--- config.mk ---
export PLATFORM = sky130hd
export DESIGN_NAME = game_io_ctrl
export DESIGN_NICKNAME = d
export VERILOG_FILES = /design/src/rtl/game_io_ctrl.sv
export SDC_FILE = /design/constraint.sdc
export NUM_CORES = 1
export LEC_CHECK = 0
export CAP_MARGIN = 15
export CELL_PAD_IN_SITES_DETAIL_PLACEMENT = 1
export CELL_PAD_IN_SITES_GLOBAL_PLACEMENT = 2
export CORE_UTILIZATION = 33
export CTS_BUF_LIST = sky130_fd_sc_hd__clkbuf_4 sky130_fd_sc_hd__clkbuf_8
export DETAILED_ROUTE_END_ITERATION = 12
export GPL_TIMING_DRIVEN = 0
export PLACE_DENSITY_LB_ADDON = 0.1
export SLEW_MARGIN = 5
export SYNTH_ARGS = -nofsm -noshare
export SYNTH_HDL_FRONTEND = slang
export SYNTH_SLANG_ARGS = --single-unit
export TNS_END_PERCENT = 30
--- constraint.sdc ---
create_clock -name clk -period 3.55 [get_ports clk]
set_input_delay 0.355 -clock clk [delete_from_list [all_inputs] [get_ports clk]]
set_output_delay 0.355 -clock clk [all_outputs]
set_load 0.01 [all_outputs]
--- src/rtl/game_io_ctrl.sv ---
// Port-mapped I/O controller for a KCPSM6 game core: write-decoded output registers,
// a registered input mux and a three-source interrupt block with mask and W1C pending bits.
module game_io_ctrl #(
    parameter int NUM_DIGITS     = 4,
    parameter int PERIOD_W       = 24,
    parameter int DEFAULT_PERIOD = 10_000_000
) (
    input  logic                    clk,
    input  logic                    rst,
    input  logic [3:0]              db_btns,
    input  logic [7:0]              db_sw,
    input  logic [1:0]              randomized_value,
    input  logic                    collison_detect,
    input  logic [7:0]              port_id,
    input  logic [7:0]              out_port,
    input  logic                    write_strobe,
    input  logic                    k_write_strobe,
    input  logic                    read_strobe,
    input  logic                    interrupt_ack,
    output logic [7:0]              in_port,
    output logic                    interrupt,
    output logic [7:0]              led,
    output logic [5*NUM_DIGITS-1:0] dig,
    output logic [NUM_DIGITS-1:0]   dp,
    output logic [7:0]              game_info
);

    // Staging holds three bytes; bits at or above PERIOD_W are never stored.
    localparam logic [23:0] STAGE_MASK = 24'((64'd1 << PERIOD_W) - 64'd1);

    logic [7:0]              led_r;
    logic [5*NUM_DIGITS-1:0] dig_r;
    logic [NUM_DIGITS-1:0]   dp_r;
    logic [7:0]              game_info_r;
    logic [7:0]              in_port_r;
    logic                    irq_r;
    logic [23:0]             stage_r;
    logic [PERIOD_W-1:0]     period_r;
    logic [PERIOD_W-1:0]     count_r;
    logic [3:0]              irq_mask_r;
    logic [3:0]              irq_pending_r;
    logic                    coll_prev_r;
    logic [3:0]              btn_prev_r;

    logic                    wr_led_s;
    logic                    wr_dp_s;
    logic                    wr_info_s;
    logic                    wr_lo_s;
    logic                    wr_mid_s;
    logic                    commit_s;
    logic                    wr_mask_s;
    logic                    wr_clr_s;
    logic [NUM_DIGITS-1:0]   dig_we_s;
    logic [23:0]             commit_val_s;
    logic                    tick_s;
    logic                    coll_rise_s;
    logic                    btn_rise_s;
    logic [3:0]              set_s;
    logic [3:0]              clr_s;
    logic [3:0]              pending_next_s;
    logic [7:0]              rd_data_s;
    logic                    unused_s;

    function automatic logic rise_f(input logic live, input logic prev);
        return live & ~prev;
    endfunction

    assign unused_s = &{1'b0, k_write_strobe, read_strobe};

    // Write address decode; only write_strobe qualifies a port write.
    always_comb begin
        wr_led_s  = write_strobe && (port_id == 8'h02);
        wr_dp_s   = write_strobe && (port_id == 8'h07);
        wr_info_s = write_strobe && (port_id == 8'h09);
        wr_lo_s   = write_strobe && (port_id == 8'h0A);
        wr_mid_s  = write_strobe && (port_id == 8'h0B);
        commit_s  = write_strobe && (port_id == 8'h0C);
        wr_mask_s = write_strobe && (port_id == 8'h0D);
        wr_clr_s  = write_strobe && (port_id == 8'h0E);
        dig_we_s  = {NUM_DIGITS{1'b0}};
        for (int k = 0; k < NUM_DIGITS; k++) begin
            // Lowest digit address maps to the most significant digit.
            if (write_strobe && (port_id == 8'(3 + NUM_DIGITS - 1 - k))) begin
                dig_we_s[k] = 1'b1;
            end else begin
                dig_we_s[k] = 1'b0;
            end
        end
    end

    // Timer, edge detection and pending-bit next-state logic.
    always_comb begin
        commit_val_s   = {out_port, stage_r[15:0]} & STAGE_MASK;
        tick_s         = (period_r != {PERIOD_W{1'b0}}) &&
                         (count_r == (period_r - PERIOD_W'(1)));
        coll_rise_s    = rise_f(collison_detect, coll_prev_r);
        btn_rise_s     = |(db_btns & ~btn_prev_r);
        set_s          = {tick_s & irq_pending_r[0], btn_rise_s, coll_rise_s, tick_s};
        if (wr_clr_s) begin
            clr_s = out_port[3:0];
        end else begin
            clr_s = 4'b0000;
        end
        pending_next_s = (irq_pending_r & ~clr_s) | set_s;
    end

    // Read mux; unmapped addresses return zero.
    always_comb begin
        case (port_id)
            8'h00:   rd_data_s = {4'b0000, db_btns};
            8'h01:   rd_data_s = db_sw;
            8'h02:   rd_data_s = {7'b0000000, collison_detect};
            8'h0D:   rd_data_s = {4'b0000, irq_mask_r};
            8'h0E:   rd_data_s = {4'b0000, irq_pending_r};
            8'h0F:   rd_data_s = {6'b000000, randomized_value};
            default: rd_data_s = 8'h00;
        endcase
    end

    // Software-visible output registers and period staging.
    always_ff @(posedge clk) begin
        if (!rst) begin
            led_r       <= 8'h00;
            dig_r       <= {(5*NUM_DIGITS){1'b0}};
            dp_r        <= {NUM_DIGITS{1'b0}};
            game_info_r <= 8'h00;
            stage_r     <= 24'h000000;
            period_r    <= PERIOD_W'(DEFAULT_PERIOD);
            irq_mask_r  <= 4'b0001;
        end else begin
            if (wr_led_s)  led_r       <= out_port;
            if (wr_dp_s)   dp_r        <= out_port[NUM_DIGITS-1:0];
            if (wr_info_s) game_info_r <= out_port;
            if (wr_mask_s) irq_mask_r  <= out_port[3:0];
            for (int k = 0; k < NUM_DIGITS; k++) begin
                if (dig_we_s[k]) dig_r[5*k +: 5] <= out_port[4:0];
            end
            if (wr_lo_s)  stage_r[7:0]   <= out_port & STAGE_MASK[7:0];
            if (wr_mid_s) stage_r[15:8]  <= out_port & STAGE_MASK[15:8];
            if (commit_s) begin
                stage_r[23:16] <= out_port & STAGE_MASK[23:16];
                period_r       <= PERIOD_W'(commit_val_s);
            end
        end
    end

    // Tick counter: wraps on tick, restarts on commit, parks at zero when disabled.
    always_ff @(posedge clk) begin
        if (!rst) begin
            count_r <= {PERIOD_W{1'b0}};
        end else if (commit_s || tick_s || (period_r == {PERIOD_W{1'b0}})) begin
            count_r <= {PERIOD_W{1'b0}};
        end else begin
            count_r <= count_r + PERIOD_W'(1);
        end
    end

    // Edge-detect history tracks the inputs even in reset, so levels held across release do not fire.
    always_ff @(posedge clk) begin
        coll_prev_r <= collison_detect;
        btn_prev_r  <= db_btns;
    end

    // Pending bits, interrupt request and registered read data.
    always_ff @(posedge clk) begin
        if (!rst) begin
            irq_pending_r <= 4'b0000;
            irq_r         <= 1'b0;
            in_port_r     <= 8'h00;
        end else begin
            irq_pending_r <= pending_next_s;
            if (interrupt_ack) begin
                irq_r <= 1'b0;
            end else begin
                irq_r <= |(irq_pending_r & irq_mask_r);
            end
            in_port_r <= rd_data_s;
        end
    end

    assign led       = led_r;
    assign dig       = dig_r;
    assign dp        = dp_r;
    assign game_info = game_info_r;
    assign in_port   = in_port_r;
    assign interrupt = irq_r;

endmodule

== Word-level counts from Yosys, hierarchy flattened ==
Cells that the tools add are included.
Storage, ports and cells
  register bits: 126
  latch bits: 0
  RAM bits: 0
  memory bits (read-only): 0
  input bits: 37
  output and inout bits: 49
  logic and storage cells: 72
  memories kept: 0
Cells by class
  $add $sub $neg: 2
  multipliers: 0
  divide/modulo/power cells: 0
  magnitude comparators: 0
  equal/unequal tests: 15
  shifts and indexed selects: 0
  multiplexer cells: 6
  bitwise gates (word level): 10
  reduce and logical (&&, ||, !) cells: 22
Operators by type and width (number)
  equality test 8 x 4 -> 1 bit (second input constant): 7
  one-hot mux 8 bit (6 select lines): 1
  equality test 8 x 3 -> 1 bit (second input constant): 4
  adder 24 x 1 -> 24 bit (second input constant): 1
  equality test 24 bit: 1
  zero test 24 bit: 1
  nonzero test 24 bit: 1
  subtractor 24 x 1 -> 24 bit (second input constant): 1
  equality test 8 x 2 -> 1 bit (second input constant): 2
  logical AND 1 bit: 13
  bitwise AND 4 bit: 3
  equality test 8 x 1 -> 1 bit (second input constant): 1
  zero test 8 bit: 1
  NOT 4 bit: 2
  OR reduction 4 bit: 2
  two-way mux 1 bit: 4
  two-way mux 4 bit: 1
  OR 4 bit: 1
  OR reduction 2 bit: 2
  bitwise AND 1 bit: 2
  logical OR 1 bit: 2
  NOT 1 bit: 2

== Logic depth before layout (Yosys ltp) ==
Gate-level depths: netlist of the first run.
  depth in word-level cells: 6
  gate-level depth with buffers: 10
  mapped depth without buffers: 9

== Least setup slack after synthesis of the first run ==
Ideal clock, no wire load.
  kind: register -> register
  start point: register period_r[8]
  end point: register count_r[9]
  arrival time: 2.980 ns
  required time: 3.435 ns
  path slack: 0.455 ns
  cell stages (with the launch flop): 10
  buffers on the path: 2
  clock period less this slack: 3.095 ns
  cells stage by stage: dfxtp_1 buf_2 nor4_1 or4b_2 mux2i_1 nor4b_1 o2111ai_1 o31ai_4 buf_6 nor2_1
On the way
  cells in the longest elaborated chain, start to end: 6
  elaborated cells between the ends (all ways): 8
Ends and longest elaborated chain
  from (decl): RTL line 38  | logic [PERIOD_W-1:0] period_r;
  from (signal assigned): RTL line 128  | period_r <= PERIOD_W'(DEFAULT_PERIOD);
  from (signal assigned): RTL line 142  | period_r <= PERIOD_W'(commit_val_s);
  subtractor 24 x 1 -> 24 bit: RTL line 95  | (count_r == (period_r - PERIOD_W'(1)));
  equality test 24 bit: RTL line 95
  logical AND 1 bit: RTL line 94  | tick_s = (period_r != {PERIOD_W{1'b0}}) &&
  logical OR 1 bit: RTL line 151  | end else if (commit_s || tick_s || (period_r == {PERIOD_W{1'b0}})) begin
  logical OR 1 bit (*): RTL line 151
  OR reduction 2 bit (no line) (*)
  to (signal assigned): RTL line 150  | count_r <= {PERIOD_W{1'b0}};
  to (signal assigned): RTL line 152  | count_r <= {PERIOD_W{1'b0}};
  to (signal assigned): RTL line 154  | count_r <= count_r + PERIOD_W'(1);
  to (decl): RTL line 39  | logic [PERIOD_W-1:0] count_r;
Every way passes the cells marked *; elsewhere a longest branch is shown, timed or not.
A chain may end at the register's enable or synchronous reset.

== Worst setup path in the final report of the first run ==
  start point: register period_r[8]
  end point: register count_r[15]
The elaborated chain is that of the path after synthesis.

==> results of run 1 <==
## registers in the layout, indices dropped and copies added, names as in the netlist
signal	cells
dp	4
led	8
stage_r	16
irq_mask_r	4
dig	20
in_port	8
period_r	24
coll_prev_r	1
interrupt	1
btn_prev_r	4
game_info	8
irq_pending_r	4
count_r	24
## power by group through the flow
stage          sequential (µW)  clock [µW]  combinational (µW)
5_1_grt                   1430        1260                 153
4_1_cts                   1430        1200                 142
6_report                  1430        1150                 141
3_3_place_gp              1460           0                 138
2_1_floorplan             1460           0                62.6
3_5_place_dp              1460           0                 141
## final timing paths
| kind | cells after the start | from | to |
|---|---|---|---|
| setup reg to reg | 11 | period_r[8] | count_r[15] |
| hold / removal | 3 | rst | irq_pending_r[3] |
| hold reg to reg | 2 | led[5] | led[5] |
| setup / recovery | 11 | period_r[8] | count_r[15] |
## per-layer routing
metal / global-route usage / wire length, µm / vias up
li1: - / - / 2590
met1: 0.245 / 7860 / 2508
met2: 0.371 / 9200 / 94
met3: 0.0650 / 851 / 23
met4: 0.0762 / 462 / 0
met5: 0 / 0 / -
## logic make-up (layout without fill, tap and decap cells)
kind of cell	after synthesis	count (layout)	synth area share
buffers and inverters	51	167	0.0363
flip-flops	126	126	0.438
multiplexers	41	41	0.0714
AO/OA/AOI/OAI	98	98	0.110
AND/OR/NAND/NOR	320	320	0.263
XOR/XNOR	49	49	0.0745
adder cells (fa/ha/maj)	3	3	0.00652
## repair_timing
action,4_1_cts,5_1_grt
pin swaps,1,1
buffers inserted,0,2
endpoints found under the setup margin,24,20
gates resized for setup,3,1
## per-stage QoR
step           utilization  total power [µW]  instances  worst slack (ns)
6_report             0.431              2720       1024             0.247
5_1_grt              0.431              2840       1024            0.0563
4_1_cts              0.430              2770       1022            0.0700
3_5_place_dp         0.408              1600        990            -0.212
3_3_place_gp         0.407              1600        988            -0.660
2_1_floorplan            -              1520        688             0.455
## layout make-up
cell class / count / area (µm²) / area share
well taps: 220 / 275 / 0.0379
multi-input cells: 511 / 3050 / 0.421
repair buffers: 84 / 832 / 0.115
clock buffers: 19 / 255 / 0.0352
clock inverters: 13 / 109 / 0.0150
plain buffers: 42 / 175 / 0.0241
flip-flops and latches: 126 / 2520 / 0.348
inverters: 9 / 33.8 / 0.00466
## placed cells by master, fill, tap and decap left out, drive strengths merged, types with 3 or more instances in the layout
master         synthesis  final
nor4b                  3      3
clkinvlp               0      3
nand3                 48     48
nor4                   4      4
clkbuf                38     57
or3                    5      5
inv                    9     14
clkdlybuf4s50          0     80
mux2i                 40     40
o22ai                  3      3
nand2                 95     95
xnor2                 24     24
o21a                   4      4
clkinv                 0      5
o2111ai                3      3
a22oi                  5      5
a21oi                 46     46
nor2                  87     87
nor2b                  8      8
xor2                  25     25
and3                  13     13
dfxtp                126    126
nand4                 14     14
and2                   8      8
nand2b                 5      5
a22o                   5      5
ha                     3      3
or4                    6      6
o31ai                  3      3
o21ai                 10     10
buf                    4      7
or4b                   3      3
nor3                  15     15
## tightest hold or removal path: cells and delay by family
| family | cells | cell delay [ns] |
|---|---|---|
| buffers and inverters | 1 | 0.19 |
| AND/OR/NAND/NOR | 1 | 0.13 |
| AO/OA/AOI/OAI | 1 | 0.06 |
==> report_table.html, run 1 <==
<table>
<tr><th>Metric</th><th>Value</th></tr>
<tr><th colspan="2">Status</th></tr>
<tr><td>Run status</td><td>finished clean</td></tr>
<tr><th colspan="2">Clocking</th></tr>
<tr><td>CTS max path bufs</td><td>2</td></tr>
<tr><td>TritonCTS clock tree</td><td>built</td></tr>
<tr><td>CTS Sinks</td><td>approximately 130</td></tr>
<tr><td>Number of buffers created by CTS</td><td>17</td></tr>
<tr><td>Number of buffers added to fix hold violations after cts</td><td>0</td></tr>
<tr><td>Total number of H-tree levels</td><td>4</td></tr>
<tr><td>Clock slew seen by the registers of the worst setup and hold paths</td><td>~0.08 ns</td></tr>
<tr><td>Clock root buffer</td><td>sky130_fd_sc_hd__clkbuf_8</td></tr>
<tr><td>Source-to-sink clock delay at the later pin of the worst-skew pair</td><td>0.44 ns</td></tr>
<tr><th colspan="2">Drt</th></tr>
<tr><td>DR pass1 iterations</td><td>4</td></tr>
<tr><td>Vias after detailed routing</td><td>5215</td></tr>
<tr><td>Final routed DRC violation total</td><td>0</td></tr>
<tr><td>Routed Wire Length</td><td>18.4 mm</td></tr>
<tr><td>Number of vias per cell</td><td>~5</td></tr>
<tr><td>Starting DRC count in detailed routing</td><td>215</td></tr>
<tr><td>Average routed wire per standard cell</td><td>approximately 18 µm</td></tr>
<tr><td>Number of routed nets with antenna violations</td><td>0</td></tr>
<tr><th colspan="2">GRT</th></tr>
<tr><td>Initial antenna violation count</td><td>0</td></tr>
<tr><td>Global-route wire length before repair</td><td>29.5 mm</td></tr>
<tr><td>Number of global-route vias before repair</td><td>5582</td></tr>
<tr><td>Overall global routing resource usage</td><td>0.213</td></tr>
<tr><td>Maximum number of pins on one net before global-route repair</td><td>17</td></tr>
<tr><td>Aggregate global routing overflow</td><td>0</td></tr>
<tr><th colspan="2">Synthesis</th></tr>
<tr><td>Count of state elements after synthesis</td><td>126</td></tr>
<tr><td>Post-synthesis cell type count</td><td>58</td></tr>
<tr><td>Total number of yosys warnings</td><td>0</td></tr>
<tr><td>Net count after synthesis</td><td>roughly 730</td></tr>
<tr><td>Portion of synthesized cell area occupied by the leading cell type</td><td>0.438</td></tr>
<tr><td>Area of the mapped netlist</td><td>around 5800 µm²</td></tr>
<tr><td>Avg Synthesized Cell Area</td><td>8.37 µm²</td></tr>
<tr><td>Most area-consuming cells after synthesis</td><td>sky130_fd_sc_hd__dfxtp_1 (44%), sky130_fd_sc_hd__mux2i_1 (6.9%), sky130_fd_sc_hd__nand2_1 (6.2%)</td></tr>
<tr><td>Async set-or-reset flop fraction in the synthesized netlist</td><td>0</td></tr>
<tr><td>Sequential-to-total area share from yosys stat</td><td>0.438</td></tr>
<tr><td>Prevailing post-synth register cell</td><td>sky130_fd_sc_hd__dfxtp_1</td></tr>
<tr><td>Most common cell in the synthesized netlist</td><td>sky130_fd_sc_hd__dfxtp_1</td></tr>
<tr><td>Most frequent cells after synthesis</td><td>sky130_fd_sc_hd__dfxtp_1 (126), sky130_fd_sc_hd__nand2_1 (95), sky130_fd_sc_hd__nor2_1 (87), sky130_fd_sc_hd__nand3_1 (48), sky130_fd_sc_hd__a21oi_1 (46)</td></tr>
<tr><td>Number of enable-type register cells in the synthesized netlist</td><td>0</td></tr>
<tr><td>Gate count of the mapped netlist</td><td>688</td></tr>
<tr><td>Cell type contributing the most total cell area after synthesis</td><td>sky130_fd_sc_hd__dfxtp_1</td></tr>
<tr><th colspan="2">Pwr</th></tr>
<tr><td>Standby leakage power</td><td>between 0.002 and 0.003 µW</td></tr>
<tr><td>Net switching power figure</td><td>approximately 720 µW</td></tr>
<tr><td>Cell internal power dissipation</td><td>2000 µW</td></tr>
<tr><td>Switching share of power</td><td>0.265</td></tr>
<tr><td>Part of the power in combinational logic</td><td>0.052</td></tr>
<tr><td>Total power divided by cell area</td><td>375 nW/µm²</td></tr>
<tr><td>Peak ir drop on the vdd network</td><td>0.000214 V</td></tr>
<tr><td>Sequential power share</td><td>0.524</td></tr>
<tr><td>Clock network fraction of design power</td><td>0.424</td></tr>
<tr><th colspan="2">Layout</th></tr>
<tr><td>Final antenna diode count</td><td>0</td></tr>
<tr><td>Final net count</td><td>831</td></tr>
<tr><td>Proportion of layout cells with a drive suffix above 1</td><td>0.0684</td></tr>
<tr><td>Area delta synth-&gt;final</td><td>26.0%</td></tr>
<tr><td>Post-Layout Inst Area</td><td>7260 µm²</td></tr>
<tr><td>FILL cells</td><td>approximately 2000</td></tr>
<tr><th colspan="2">Setup path</th></tr>
<tr><td>Setup slack of the most critical reg-to-reg path</td><td>0.25 ns</td></tr>
<tr><td>Ordered cell list for the critical path</td><td>buf_2 &gt; nor4_2 &gt; clkdlybuf4s15_2 &gt; or4b_2 &gt; mux2i_1 &gt; nor4b_2 &gt; o2111ai_1 &gt; o31ai_4 &gt; buf_4 &gt; buf_6 &gt; nor2_1</td></tr>
<tr><td>CP max stage cell</td><td>sky130_fd_sc_hd__or4b_2</td></tr>
<tr><td>Worst-path maximum fanout</td><td>10</td></tr>
<tr><td>Worst setup EP type</td><td>flip-flop</td></tr>
<tr><td>Worst path max stage delay</td><td>between 0.6 and 0.7 ns</td></tr>
<tr><td>Data required, critical path</td><td>a little under 4 ns</td></tr>
<tr><td>CP Buf/Inv Count</td><td>4</td></tr>
<tr><td>Cell family with the largest share of critical-path delay</td><td>simple AND/OR/NAND/NOR gates</td></tr>
<tr><td>Arrival time of the worst setup path</td><td>3.64 ns</td></tr>
<tr><td>Startpoint class of the critical path</td><td>flip-flop</td></tr>
<tr><td>Critical path class</td><td>reg2reg</td></tr>
<tr><th colspan="2">Die</th></tr>
<tr><td>Die Y</td><td>roughly 130 µm</td></tr>
<tr><td>Overall die area</td><td>18000 µm²</td></tr>
<tr><td>I/O pin count</td><td>86</td></tr>
<tr><td>Standard-cell rows</td><td>47</td></tr>
<tr><td>Core Box Area</td><td>about 17000 µm²</td></tr>
<tr><td>Floorplan die width</td><td>134 µm</td></tr>
<tr><td>Starting density of the core</td><td>0.343</td></tr>
<tr><th colspan="2">Job</th></tr>
<tr><td>Max-cap violations</td><td>0</td></tr>
<tr><th colspan="2">Place</th></tr>
<tr><td>Placed standard-cell area</td><td>6850 µm²</td></tr>
<tr><td>Count of buffers inserted at the top-level ports</td><td>80</td></tr>
<tr><td>GP Congestion</td><td>0.845</td></tr>
<tr><td>Detailed-placement wirelength estimate</td><td>14.0 mm</td></tr>
<tr><th colspan="2">Worst hold path</th></tr>
<tr><td>Hold/Removal Path Class</td><td>in2reg</td></tr>
<tr><th colspan="2">Timing</th></tr>
<tr><td>Number of failing hold endpoints at the final stage</td><td>0</td></tr>
<tr><td>Final setup vio count</td><td>0</td></tr>
<tr><td>Relative slew slack</td><td>0.471</td></tr>
<tr><td>Min Clock Period, post-route</td><td>3.30 ns</td></tr>
<tr><td>Pins over their slew limit</td><td>0</td></tr>
<tr><td>WHS</td><td>0.341 ns</td></tr>
<tr><td>Final worst path period share</td><td>0.930</td></tr>
<tr><td>Worst-case clock skew</td><td>approximately 0.012 ns</td></tr>
<tr><td>Fmax achieved</td><td>303 MHz</td></tr>
<tr><td>Slew at the pin closest to its max-slew limit</td><td>approximately 0.79 ns</td></tr>
<tr><td>Post-route setup TNS</td><td>0 ns</td></tr>
<tr><td>RSZ-0062 raised after global routing</td><td>false</td></tr>
</table>
No activity file was read; power rests on OpenSTA's default activity.
==> run 2: changes to the inputs <==
Settings changed: CORE_UTILIZATION 33 to 39, DONT_BUFFER_PORTS set to 1, MAX_ROUTING_LAYER set to met4.
==> report_table.html, run 2 (same netlist as run 1, synthesis figures left out) <==
<table>
<tr><th>Metric</th><th>Value</th></tr>
<tr><th colspan="2">Status</th></tr>
<tr><td>Run status</td><td>finished clean</td></tr>
<tr><th colspan="2">Timing</th></tr>
<tr><td>WHS</td><td>0.0350 ns (-0.306 ns)</td></tr>
<tr><td>Slew at the pin closest to its max-slew limit</td><td>0.724 ns (-0.0667 ns)</td></tr>
<tr><td>Fmax achieved</td><td>300 MHz (-0.96%)</td></tr>
<tr><td>Min Clock Period, post-route</td><td>3.33 ns (+0.0319 ns)</td></tr>
<tr><td>Worst Setup Slack, final</td><td>0.215 ns (-0.0319 ns)</td></tr>
<tr><td>Final setup vio count</td><td>0 (unchanged)</td></tr>
<tr><td>Final worst path period share</td><td>0.939 (+0.00898)</td></tr>
<tr><td>Worst-case clock skew</td><td>0.00848 ns (-0.00303 ns)</td></tr>
<tr><td>Pins over their slew limit</td><td>0 (unchanged)</td></tr>
<tr><td>RSZ-0062 raised after global routing</td><td>false</td></tr>
<tr><td>Number of failing hold endpoints at the final stage</td><td>0 (unchanged)</td></tr>
<tr><td>Relative slew slack</td><td>0.515 (+0.0438)</td></tr>
<tr><th colspan="2">Clocking</th></tr>
<tr><td>Number of buffers created by CTS</td><td>17 (unchanged)</td></tr>
<tr><td>Source-to-sink clock delay at the later pin of the worst-skew pair</td><td>0.44 ns (about the same)</td></tr>
<tr><td>Total number of H-tree levels</td><td>4 (unchanged)</td></tr>
<tr><td>Clock slew seen by the registers of the worst setup and hold paths</td><td>0.07 ns (about the same)</td></tr>
<tr><td>Clock root buffer</td><td>sky130_fd_sc_hd__clkbuf_8</td></tr>
<tr><td>TritonCTS clock tree</td><td>built</td></tr>
<tr><td>CTS Sinks</td><td>126 (unchanged)</td></tr>
<tr><td>CTS max path bufs</td><td>2 (unchanged)</td></tr>
<tr><th colspan="2">Die</th></tr>
<tr><td>Floorplan die width</td><td>124 µm (-7.9%)</td></tr>
<tr><td>Overall die area</td><td>15300 µm² (-15%)</td></tr>
<tr><td>Core Box Area</td><td>14500 µm² (-14%)</td></tr>
<tr><td>Die Y</td><td>124 µm (-7.9%)</td></tr>
<tr><td>Starting density of the core</td><td>0.398 (+0.0554)</td></tr>
<tr><td>I/O pin count</td><td>86 (unchanged)</td></tr>
<tr><td>Standard-cell rows</td><td>44 (-6.4%)</td></tr>
<tr><th colspan="2">GRT</th></tr>
<tr><td>Initial antenna violation count</td><td>0 (unchanged)</td></tr>
<tr><td>Number of global-route vias before repair</td><td>5119 (-8.3%)</td></tr>
<tr><td>Overall global routing resource usage</td><td>0.243 (+0.0300)</td></tr>
<tr><td>Global-route wire length before repair</td><td>26.8 mm (-9.2%)</td></tr>
<tr><td>Maximum number of pins on one net before global-route repair</td><td>17 (unchanged)</td></tr>
<tr><td>Aggregate global routing overflow</td><td>0 (unchanged)</td></tr>
<tr><th colspan="2">Layout</th></tr>
<tr><td>Final net count</td><td>757 (-8.9%)</td></tr>
<tr><td>Most common cell after layout, fill and taps aside</td><td>sky130_fd_sc_hd__dfxtp_1</td></tr>
<tr><td>Highest-count cells in the layout ignoring fill and taps</td><td>sky130_fd_sc_hd__dfxtp_1 (126), sky130_fd_sc_hd__nand2_1 (95), sky130_fd_sc_hd__nor2_1 (87)</td></tr>
<tr><td>Area delta synth-&gt;final</td><td>13.2%</td></tr>
<tr><td>Final antenna diode count</td><td>0 (unchanged)</td></tr>
<tr><td>Proportion of layout cells with a drive suffix above 1</td><td>0.0727 (+0.00429)</td></tr>
<tr><td>Utilization after layout</td><td>0.450 (+0.0188)</td></tr>
<tr><th colspan="2">Worst hold path</th></tr>
<tr><td>Hold/Removal Path Class</td><td>in2reg</td></tr>
<tr><th colspan="2">Drt</th></tr>
<tr><td>Number of routed nets with antenna violations</td><td>0 (unchanged)</td></tr>
<tr><td>Average routed wire per standard cell</td><td>18.8 µm (+4.7%)</td></tr>
<tr><td>Number of vias per cell</td><td>5.42 (+6.4%)</td></tr>
<tr><td>Routed Wire Length</td><td>17.1 mm (-6.7%)</td></tr>
<tr><td>Starting DRC count in detailed routing</td><td>192 (-11%)</td></tr>
<tr><td>DR pass1 iterations</td><td>4 (unchanged)</td></tr>
<tr><td>Vias after detailed routing</td><td>4947 (-5.1%)</td></tr>
<tr><td>Final routed DRC violation total</td><td>0 (unchanged)</td></tr>
<tr><th colspan="2">Place</th></tr>
<tr><td>Count of buffers inserted at the top-level ports</td><td>0 (-100%)</td></tr>
<tr><td>GP Congestion</td><td>0.835 (-1.1%)</td></tr>
<tr><td>Worst Setup Slack post-DPL</td><td>-0.196 ns (+0.0156 ns)</td></tr>
<tr><td>Detailed-placement wirelength estimate</td><td>12.9 mm (-7.7%)</td></tr>
<tr><th colspan="2">Setup path</th></tr>
<tr><td>CP max stage cell</td><td>sky130_fd_sc_hd__or4b_2</td></tr>
<tr><td>CP Buf/Inv Count</td><td>3 (-1)</td></tr>
<tr><td>Data required, critical path</td><td>3.89 ns (about the same)</td></tr>
<tr><td>Worst setup EP type</td><td>flip-flop</td></tr>
<tr><td>Cell family with the largest share of critical-path delay</td><td>simple AND/OR/NAND/NOR gates</td></tr>
<tr><td>Worst-path maximum fanout</td><td>10 (unchanged)</td></tr>
<tr><td>Startpoint class of the critical path</td><td>flip-flop</td></tr>
<tr><td>Critical path class</td><td>reg2reg</td></tr>
<tr><td>Ordered cell list for the critical path</td><td>or4_1 &gt; buf_2 &gt; or4b_2 &gt; mux2i_1 &gt; nor4b_2 &gt; o2111ai_1 &gt; o31ai_4 &gt; buf_12 &gt; buf_6 &gt; nor2_1</td></tr>
<tr><td>Worst path max stage delay</td><td>0.64 ns (+0.03 ns)</td></tr>
<tr><td>Arrival time of the worst setup path</td><td>3.67 ns (+0.03 ns)</td></tr>
<tr><th colspan="2">Pwr</th></tr>
<tr><td>Standby leakage power</td><td>0.00255 µW (-8.6%)</td></tr>
<tr><td>Peak ir drop on the vdd network</td><td>0.000255 V (+19%)</td></tr>
<tr><td>Total power divided by cell area</td><td>426 nW/µm² (+13%)</td></tr>
<tr><th colspan="2">Job</th></tr>
<tr><td>Max-cap violations</td><td>0 (unchanged)</td></tr>
</table>
[run 2: power by group]
group          total, µW  internal [µW]  switching, µW
clock               1250            631            617
combinational       98.2           32.3           65.9
sequential          1430           1420           8.55
total               2780           2080            692
[run 2: layout make-up]
class                      instances  area, µm²
clock inverter                    14        156
tap                              184        230
timing repair buffer              10        105
multi-input combinational        511       3060
fill                            1750       7960
buffer                            42        175
sequential                       126       2520
inverter                           9       33.8
clock buffer                      17        234
[run 2: repair_timing]
item | 4_1_cts | 5_1_grt
setup endpoints to repair | 24 | 24
gates resized for setup | 3 | 2
pin swaps | 1 | 1
hold buffers | 7 | 0
endpoints found under the hold margin | 7 | 0
setup buffers | 0 | 1
[run 2: worst paths after layout]
| path | depth (start not counted) | slack (ns) | from | to |
|---|---|---|---|---|
| min | 1 | 0.03 | db_sw[7] | in_port[7] |
| min reg2reg | 2 | 0.46 | stage_r[4] | period_r[4] |
| max reg2reg | 10 | 0.22 | period_r[12] | count_r[15] |
| max | 10 | 0.22 | period_r[12] | count_r[15] |
[run 2: per-layer routing]
layer	track usage	part of all wire	vias up
met1	0.268	0.42	2402
met2	0.419	0.51	88
li1	-	-	2444
met4	0.0670	0.013	0
met3	0.0770	0.053	13
met5	-	0	-
[run 2: through the flow]
step	TNS, ns	total power (µW)	cells	area, µm²
after global routing	0	2880	913	6520
after detailed placement	-3.51	1550	874	6010
after global placement	-14.14	1550	872	5990
after floorplan	0	1520	688	5760
after CTS	0	2810	912	6480
final	0	2780	913	6520
